[src/rtl/cont_status_datapath_pkg.sv]
// ---------------------------------------------------------------------------
// cont_status_datapath_pkg
// Purpose : Shared definitions between the status datapath and its one-hot
//           controller: control-point bit positions and a decoded view of
//           the control word.
// Contents: CP_W, CP_* bit indices, cp_t decoded struct, decode_cp().
// ---------------------------------------------------------------------------
package cont_status_datapath_pkg;

    localparam int CP_W       = 5;
    localparam int CP_ACC_EN  = 4;
    localparam int CP_OP_SEL  = 3;
    localparam int CP_SUB     = 2;
    localparam int CP_LOAD_B  = 1;
    localparam int CP_FLAG_EN = 0;

    typedef struct packed {
        logic acc_en;
        logic op_sel;
        logic sub;
        logic load_b;
        logic flag_en;
    } cp_t;

    function automatic cp_t decode_cp(input logic [CP_W-1:0] cp);
        cp_t d;
        d.acc_en  = cp[CP_ACC_EN];
        d.op_sel  = cp[CP_OP_SEL];
        d.sub     = cp[CP_SUB];
        d.load_b  = cp[CP_LOAD_B];
        d.flag_en = cp[CP_FLAG_EN];
        return d;
    endfunction

endpackage

[src/rtl/cont_operand_buffer.sv]
// ---------------------------------------------------------------------------
// cont_operand_buffer
// Purpose : One-entry valid/ready input buffer feeding the B operand
//           register, with a sticky underrun flag.
// Ports   : clk       - system clock
//           clr       - asynchronous active-low clear
//           din       - operand data from producer
//           din_valid - din valid this cycle
//           load_b    - controller request to move the buffer into B
//           din_ready - buffer can accept din this cycle (combinational)
//           b         - B operand register
//           underrun  - sticky: load_b seen while the buffer was empty
// ---------------------------------------------------------------------------
module cont_operand_buffer #(
    parameter int WIDTH = 8
) (
    input  logic             clk,
    input  logic             clr,
    input  logic [WIDTH-1:0] din,
    input  logic             din_valid,
    input  logic             load_b,
    output logic             din_ready,
    output logic [WIDTH-1:0] b,
    output logic             underrun
);

    logic [WIDTH-1:0] buf_data;
    logic             buf_full;
    logic             xfer;
    logic [WIDTH-1:0] b_q;
    logic             underrun_q;

    // A full buffer that is being drained this cycle can take new data.
    assign din_ready = ~buf_full | load_b;
    assign xfer      = din_valid & din_ready;

    // ---- stage boundary: buffer, B and underrun registers ----
    always_ff @(posedge clk or negedge clr) begin
        if (!clr) begin
            buf_data   <= '0;
            buf_full   <= 1'b0;
            b_q        <= '0;
            underrun_q <= 1'b0;
        end else begin
            // An empty-buffer load is never bypassed from din into B.
            if (load_b) begin
                if (buf_full) begin
                    b_q <= buf_data;
                end else begin
                    underrun_q <= 1'b1;
                end
            end
            if (xfer) begin
                buf_data <= din;
                buf_full <= 1'b1;
            end else if (load_b) begin
                buf_full <= 1'b0;
            end
        end
    end

    assign b        = b_q;
    assign underrun = underrun_q;

endmodule

[src/rtl/cont_status_datapath.sv]
// ---------------------------------------------------------------------------
// cont_status_datapath
// Purpose : Accumulator datapath driven by a one-hot controller. Adds or
//           subtracts B (or constant 1) to/from the accumulator and
//           produces registered V (signed overflow) and Z (zero) flags.
// Ports   : clk       - system clock
//           clr       - asynchronous active-low clear of all state
//           cp[4:0]   - control points {ACC_EN, OP_SEL, SUB, LOAD_B, FLAG_EN}
//           din       - operand data from producer
//           din_valid - din valid this cycle
//           din_ready - datapath can accept din this cycle
//           V         - registered signed-overflow flag
//           Z         - registered zero flag
//           acc       - accumulator value
//           underrun  - sticky LOAD_B-with-empty-buffer error
// ---------------------------------------------------------------------------
module cont_status_datapath
    import cont_status_datapath_pkg::*;
#(
    parameter int WIDTH = 8
) (
    input  logic             clk,
    input  logic             clr,
    input  logic [CP_W-1:0]  cp,
    input  logic [WIDTH-1:0] din,
    input  logic             din_valid,
    output logic             din_ready,
    output logic             V,
    output logic             Z,
    output logic [WIDTH-1:0] acc,
    output logic             underrun
);

    localparam logic signed [WIDTH-1:0] ONE_OP = {{(WIDTH-1){1'b0}}, 1'b1};

    // Two's-complement overflow: for add, both operands share a sign that
    // the result lost; for subtract, the operands differ in sign and the
    // result's sign departs from the minuend.
    function automatic logic sgn_ovf(input logic signed [WIDTH-1:0] a,
                                     input logic signed [WIDTH-1:0] o,
                                     input logic signed [WIDTH-1:0] r,
                                     input logic                    sub);
        logic sa, so, sr;
        sa = a[WIDTH-1];
        so = o[WIDTH-1];
        sr = r[WIDTH-1];
        if (sub) begin
            return (sa != so) && (sr != sa);
        end
        return (sa == so) && (sr != sa);
    endfunction

    cp_t                     ctl;
    logic signed [WIDTH-1:0] b_p1;
    logic signed [WIDTH-1:0] acc_p1;
    logic                    v_p1;
    logic                    z_p1;
    logic signed [WIDTH-1:0] operand_p0;
    logic signed [WIDTH-1:0] result_p0;
    logic                    ovf_p0;

    assign ctl = decode_cp(cp);

    cont_operand_buffer #(
        .WIDTH     (WIDTH)
    ) u_buffer (
        .clk       (clk),
        .clr       (clr),
        .din       (din),
        .din_valid (din_valid),
        .load_b    (ctl.load_b),
        .din_ready (din_ready),
        .b         (b_p1),
        .underrun  (underrun)
    );

    // ---- stage p0: combinational ALU on pre-edge acc and B ----
    assign operand_p0 = ctl.op_sel ? ONE_OP : b_p1;
    assign result_p0  = ctl.sub ? (acc_p1 - operand_p0) : (acc_p1 + operand_p0);
    assign ovf_p0     = sgn_ovf(acc_p1, operand_p0, result_p0, ctl.sub);

    // ---- stage p1: accumulator and flag registers ----
    always_ff @(posedge clk or negedge clr) begin
        if (!clr) begin
            acc_p1 <= '0;
            v_p1   <= 1'b0;
            z_p1   <= 1'b0;
        end else begin
            if (ctl.acc_en) begin
                acc_p1 <= result_p0;
            end
            if (ctl.flag_en) begin
                z_p1 <= (result_p0 == '0);
                v_p1 <= ovf_p0;
            end
        end
    end

    assign acc = acc_p1;
    assign V   = v_p1;
    assign Z   = z_p1;

endmodule
[config.mk]
export PLATFORM = sky130hd
export DESIGN_NAME = cont_status_datapath
export DESIGN_NICKNAME = d
export VERILOG_FILES = /design/src/rtl/cont_status_datapath_pkg.sv /design/src/rtl/cont_operand_buffer.sv /design/src/rtl/cont_status_datapath.sv
export SDC_FILE = /design/constraint.sdc
export NUM_CORES = 1
export LEC_CHECK = 0
export ABC_AREA = 0
export CAP_MARGIN = 10
export CORE_UTILIZATION = 45
export CTS_CLUSTER_DIAMETER = 50
export DETAILED_ROUTE_END_ITERATION = 16
export GPL_TIMING_DRIVEN = 0
export PLACE_DENSITY = 0.82
export SYNTH_ARGS = -nofsm -noshare
export SYNTH_HDL_FRONTEND = slang
export SYNTH_SLANG_ARGS = --single-unit
[constraint.sdc]
create_clock -name clk -period 7.5 [get_ports clk]
set_input_delay 1.5 -clock clk [delete_from_list [all_inputs] [get_ports clk]]
set_output_delay 1.5 -clock clk [all_outputs]
set_load 0.01 [all_outputs]
# Yosys cells after proc, flatten, opt, wreduce, memory -nomap -nowiden
# Index checks and enable logic that the tools add are counted.
# word_totals
register_bits,28
latch_bits,0
memories,0
output_inout_bits,12
wordCells,28
mem_bits_ro,0
ramBits,0
input_bits,16
# op_classes
addsub,2
multipliers,0
muxes,7
bitwise,3
n_shift,0
div,0
n_reduce_logical,6
n_eq_ne,3
magnitude_cmp,0
# op_table
cell,count
$mux W8,2
$add A8 B8 Y8,1
$logic_not A8 Y1,1
$sub A8 B8 Y8,1
$mux W1,5
$reduce_and A2 Y1,2
$logic_and A1 B1 Y1,2
$ne A1 B1 Y1,2
$reduce_bool A2 Y1,1
$and A1 B1 Y1,1
$eq A1 B1 Y1,1
$not A1 Y1,1
$or A1 B1 Y1,1

# Longest topological paths before layout
# logic_depth
ltp_word,7
mapped_depth,13
depth_no_buf,13

# Modules after synthesis
# Synthesis repeated with hierarchy kept, for this count alone.
# hier_totals
cells_unflattened,143
area_unflattened_um2,1660.3
# modules_own_cells
module,cells_each,seq_area_each_um2,area_each_um2,instances
cont_status_datapath,103,250.2,939.7,1
cont_operand_buffer,40,450.4,720.7,1

# Worst setup path before layout
# Ideal clock, no wire load.
# synth_path
path_kind,input port to flip-flop
from,input cp[2]
to,register z_p1 (netlist: Z)
setup_time_ps,101
stages,10
required_ps,7399
arrival_time_ps,3656
n_path_buf,1
path_slack_ps,3743
cell_sequence,clkbuf_1 > nor2_1 > o32a_1 > ha_1 > a21o_1 > a21oi_2 > o21ai_1 > xor2_1 > or4_1 > o32ai_1
# synth_via
elab_chain_len,2
# synth_rtl
item,line,rtl
"start, declared",cont_status_datapath.sv:24,"input logic [CP_W-1:0] cp,"
$mux W8,cont_status_datapath.sv:79,assign result_p0 = ctl.sub ? (acc_p1 - operand_p0) : (acc_p1 + operand_p0);
$logic_not A8 Y1,cont_status_datapath.sv:93,z_p1 <= (result_p0 == '0);
"end signal, assigned",cont_status_datapath.sv:93,
"end, declared",cont_status_datapath.sv:57,logic z_p1;
# No other way between the ends.
# A chain may end at the register's enable or synchronous reset.

# Worst setup path after layout
# Ends and elaborated chain as after synthesis.

==> out/metrics.cfg <==
[run_status]
status = complete, no violations

[clocking]
clockBufferDepth = 2
htree_levels = 1
cts-buffers-inserted = 3
cts_tree = built
cts_resized = 0
cts_root_buffer = clkbuf_4
clock_sinks = 28
postCtsHoldBufs = 0
cts.reportedPaths.clkPinSlew_ps = 140
cts_setup_buffers = 0
clock_latency_ps = 330

[worst_setup_path]
crit_chain = clkdlybuf4s50_1 > clkbuf_1 > nor2_1 > o32a_1 > ha_1 > a21o_1 > a21oi_2 > o21ai_1 > xor2_1 > or4_1 > o32ai_1
reg2reg_depth = 12
crit_fanout = 10
path_buf_inv = 2
cp.required_ps = 7740
slowest_delay_ps = 620
crit_slowest_cell = clkdlybuf4s50_1
worst-path-stages = 11
start_kind = input port
critPathKind = in -> reg
crit_family = buffers and inverters
end_kind = flop
arrival_ps = 4580

[grt]
grt_max_degree = 29
grt_pass1_wl_mm = 4.88
grt_pass1_vias = 1164
track_usage_pct = 17.2
grt-ovfl-total = 0
antenna_found_initial = 0

[job]
cap_violations = 0

[final_layout]
stdcell_area_um2 = 1940
final_common_cell = dfrtp_1
drive_gt1_share_pct = 17.8
nNetsFinal = 205
diodes = 0
fillers = 314
syn_to_final_growth_pct = 21.9
mostFrequentLayoutCells = dfrtp_1, clkdlybuf4s50_1, mux2_2, nor2_1, inv_1
final_util_pct = 57.7

[drt]
ant_nets = 0
drt-total-wl_mm = 2.93
dr.pass1.iters = 4
drc = 0
vias_per_cell = 5.29
routedWlPerCell_um = 12.9
dr_total_vias = 1195
drt-initial-drc-count = 29

[min_path]
hp-class = reg -> reg
holdPathStages = 1

[logic_synthesis]
syn_inst = 150
syn_avg_cell_area_um2 = 10.6
ys.warnings.count = 0
synth_area_um2 = 1590
yosysSeqAreaShare_pct = 44.0
ys_ff_latch = 28
yosysUniqueCellTypes = 31
synth_edf_count = 0
syn_nets = 174
ys_async_sr_fraction_pct = 100
synth-main-ff-cell = dfrtp_1

[timing]
fin_tns_setup_ps = 0
drv_slew = 0
tightest_slew_ps = 614
finalHoldViolCount = 0
rsz0062_at_grt = no
setup_viol = 0
skew_ps = 7.57
min_period_ps = 4340
fmax_mhz = 230
relSlewSlack_pct = 59.1
post-route-period-util_pct = 57.9

[die]
rows = 21
fp.dieW_um = 61.5
initial_core_util_pct = 47.4
die_area_um2 = 3780
dieHeight_um = 61.5
core_area_um2 = 3360
io_pins = 28

[place]
place_area_um2 = 1910
numPortBuffers = 26
dp_hpwl_mm = 2.28
place.gp.congestion = 0.919

[power]
peakVddDrop_v = 0.000120
power_leakage_nw = 0.817
p_per_area_nw_per_um2 = 335

metal layers:
layer	part of all wire [%]	routed length, um	vias up	GRT usage (%)
li1	-	-	587	-
met1	45	1310	569	21.3
met2	51	1480	37	31.5
met3	4.1	120	2	2.10
met4	0.51	15	0	4.76
met5	0	0	-	0
flip-flops by register name (all words and copies together) (netlist names):
signal             cells
V                      1
Z                      1
acc                    8
u_buffer.b             8
u_buffer.buf_data      8
u_buffer.buf_full      1
u_buffer.underrun      1
path summary, 6_finish.rpt:
check                             startpoint           endpoint  slack (ps)
setup / recovery                       cp[2]                  Z        3160
hold / removal             u_buffer.underrun  u_buffer.underrun         480
setup reg to reg               u_buffer.b[2]                  Z        4460
hold reg to reg            u_buffer.underrun  u_buffer.underrun         480
max in group asynchronous                clr      u_buffer.b[6]        5940
min in group asynchronous                clr             acc[2]        1160
cell families (layout without fill, tap and decap cells):
group / count (synthesis) / count (layout) / synth area share (%)
AND/OR/NAND/NOR: 36 / 36 / 11.8
AO/OA/AOI/OAI: 33 / 33 / 13.8
flip-flops: 28 / 28 / 44.0
multiplexers: 21 / 21 / 14.8
buffers and inverters: 14 / 44 / 3.30
XOR/XNOR: 10 / 10 / 5.50
adder cells (fa/ha/maj): 8 / 8 / 6.76
worst register-to-register path, delay by kind of cell, from the launching register on:
kind / cells / cell delay (ps)
xor gates and xnor gates: 2 / 380
and+or+nand+nor: 5 / 850
DFF: 1 / 470
adders and majority gates: 1 / 320
AOI/OAI and AO/OA: 4 / 940
power by group:
| group | total [W] | switching (W) | internal [W] |
|---|---|---|---|
| Sequential | 0.000235 | 0.0000416 | 0.000194 |
| Clock | 0.0000733 | 0.0000436 | 0.0000297 |
| Combinational | 0.000341 | 0.000160 | 0.000181 |
metrics by stage:
step	hold WS, ps	total power [W]	worst slack (ps)	cells
after detailed placement	450	0.000577	2830	222
final	482	0.000650	3160	226
after floorplan	475	0.000467	3740	150
after global routing	515	0.000706	3010	226
after global placement	443	0.000557	2940	222
after CTS	487	0.000649	3190	226
area by class of cell:
type | instances | area [um^2] | share of cell area (%)
Buffer | 3 | 11.3 | 0.580
Clock buffer | 4 | 36.3 | 1.87
Inverter | 11 | 41.3 | 2.13
Multi-Input combinational cell | 108 | 840 | 43.2
Sequential cell | 28 | 701 | 36.1
Tap cell | 46 | 57.6 | 2.96
Timing Repair Buffer | 26 | 255 | 13.1
synthesized netlist by cell type, drive strengths merged, types with 2 or more instances:
| library cell | number | area (um^2) |
|---|---|---|
| mux2 | 21 | 236 |
| a211oi | 3 | 22.5 |
| o21ai | 10 | 50.0 |
| nand2b | 3 | 18.8 |
| a21oi | 10 | 53.8 |
| nor3 | 2 | 10.0 |
| inv | 11 | 41.3 |
| ha | 7 | 87.6 |
| nand2 | 5 | 18.8 |
| dfrtp | 28 | 701 |
| nor2 | 17 | 63.8 |
| o32a | 3 | 30.0 |
| xor2 | 5 | 43.8 |
| a21o | 3 | 22.5 |
| nor2b | 2 | 12.5 |
| clkbuf | 3 | 11.3 |
| xnor2 | 5 | 43.8 |
No activity file was read; power rests on OpenSTA's default activity.
==> RTL change, RTL diff (config.mk and constraints unchanged) <==
`WIDTH` is set to 8 in 2 places; all go to 12.
--- a/src/rtl/cont_operand_buffer.sv
+++ b/src/rtl/cont_operand_buffer.sv
@@ -12,7 +12,7 @@
 //           underrun  - sticky: load_b seen while the buffer was empty
 // ---------------------------------------------------------------------------
 module cont_operand_buffer #(
-    parameter int WIDTH = 8
+    parameter int WIDTH = 12
 ) (
     input  logic             clk,
     input  logic             clr,
--- a/src/rtl/cont_status_datapath.sv
+++ b/src/rtl/cont_status_datapath.sv
@@ -17,7 +17,7 @@
 module cont_status_datapath
     import cont_status_datapath_pkg::*;
 #(
-    parameter int WIDTH = 8
+    parameter int WIDTH = 12
 ) (
     input  logic             clk,
     input  logic             clr,
Interface: changed (resized acc and din); port bits go from 28 to 36. No check against the original RTL was run, so the function may have changed too.
==> RTL change against the unedited design <==
Via count increased by 67%; sequential cell count is 12 higher; global-route usage is 1.2 points higher; worst hold slack worse by 16 ps; total power grew 67%; clock power increased by 90%; synthesized area is 57% higher; setup slack got worse by 300 ps; register-to-register slack worse by 550 ps; final area is 54% higher; routed wire length rose by 72%; largest power group unchanged.
==> RTL change: results (changes against the unedited design) <==
[run_status]
status=complete, no violations

[place]
place_congestion=0.871  ; -5.3%
hpwl_mm=3.90  ; +72%
dp_slack_ps=2540  ; -287 ps
numPortBuffers=33  ; +27%

[worst_setup_path]
critical-path-max-stage-delay_ps=510  ; -110 ps
worstPathArrival_ps=4870  ; +290 ps

[layout]
nets=323  ; +58%
fillers=469  ; +49%

[yosys]
ys_seq_area_share_pct=40.1  ; -3.9 points
synth_commonest_cells=dfrtp_1 (40), mux2_2 (29), nor2_1 (20)
synthDistinctLibCells=50  ; +61%

[drt]
wl_met1_mm=2.43  ; +85%
met3_wirelength_microns=163  ; +36%
drt-initial-drc-count=120  ; +310%
wl_per_cell_microns=14.0  ; +7.8%

[sta]
finalClockSkew_ps=7.93  ; +0.355 ps
hold_slack_ps=467  ; -15.5 ps
max_slew_margin_pct=40.0  ; -19 points
finalCriticalPeriod_ps=4650  ; +304 ps

[grt]
grt_pass1_vias=1946  ; +67%
track_usage_pct=18.4  ; +1.2 points
grt_max_degree=41  ; +41%

[cts]
cts_buffers=5  ; +2
htreeDepth=2  ; +1
worstSkewPairLatency_ps=290  ; -40 ps

[power_and_ir_drop]
power_leakage_nw=1.24  ; +52%
peakVddDrop_v=0.000172  ; +43%

==> RTL change: per-layer routing <==
layer  global-route usage [%]  up-vias
met5                        0        -
met4                     5.00        0
met3                     3.71        5
met2                     31.5       38
met1                     23.6      963
li1                         -      993
==> RTL change: worst max-delay path by stage <==
| stage | startpoint | endpoint |
|---|---|---|
| floorplan | cp[2] | Z |
| global placement | cp[3] | Z |
| detailed placement | cp[3] | Z |
| CTS | cp[3] | Z |
| global route | cp[3] | Z |
| finish | cp[3] | Z |
==> RTL change: cells by family after synthesis <==
group | Yosys count | synth area share [%]
simple gates | 67 | 14.5
compound gates | 64 | 17.3
flops | 40 | 40.1
mux | 31 | 13.9
buf+inv | 25 | 3.76
xor+xnor | 12 | 4.21
fa+ha+maj | 12 | 6.31
==> RTL change: power by group <==
| group | internal [mW] | leakage [nW] | switching [mW] | total, mW |
|---|---|---|---|---|
| clock network | 0.0630 | 0.0400 | 0.0757 | 0.139 |
| registers | 0.278 | 0.466 | 0.0580 | 0.336 |
| logic | 0.305 | 0.733 | 0.307 | 0.612 |
| total | 0.646 | 1.24 | 0.440 | 1.09 |
==> RTL change: stage by stage <==
| step | instances | area, sq um | utilization (%) |
|---|---|---|---|
| 2_1_floorplan | 251 | 2500 | - |
| 3_3_place_gp | 354 | 2920 | 55.7 |
| 3_5_place_dp | 354 | 2910 | 55.6 |
| 4_1_cts | 361 | 2990 | 57.1 |
| 5_1_grt | 361 | 2990 | 57.1 |
| 6_report | 361 | 2990 | 57.1 |
==> RTL change: cell type report <==
cell class	count	area, sq um	share of cell area (%)
Buffer	9	33.8	1.13
Sequential cell	40	1000	33.5
Multi-Input combinational cell	186	1400	46.9
Clock inverter	2	12.5	0.418
Clock buffer	5	68.8	2.30
Timing Repair Buffer	33	325	10.9
Tap cell	70	87.6	2.93
Inverter	16	60.1	2.01
==> RTL change: worst reg2reg max path: stages (launching register included) <==
cell,delay (ps)
dfrtp_1,430
or4_1,560
nor3_2,240
a21oi_1,120
a21boi_0,150
o21ai_0,170
ha_1,390
a21oi_2,260
nor3b_1,340
a2111oi_0,160
a211oi_1,400
nand4_1,150
o21ai_1,140
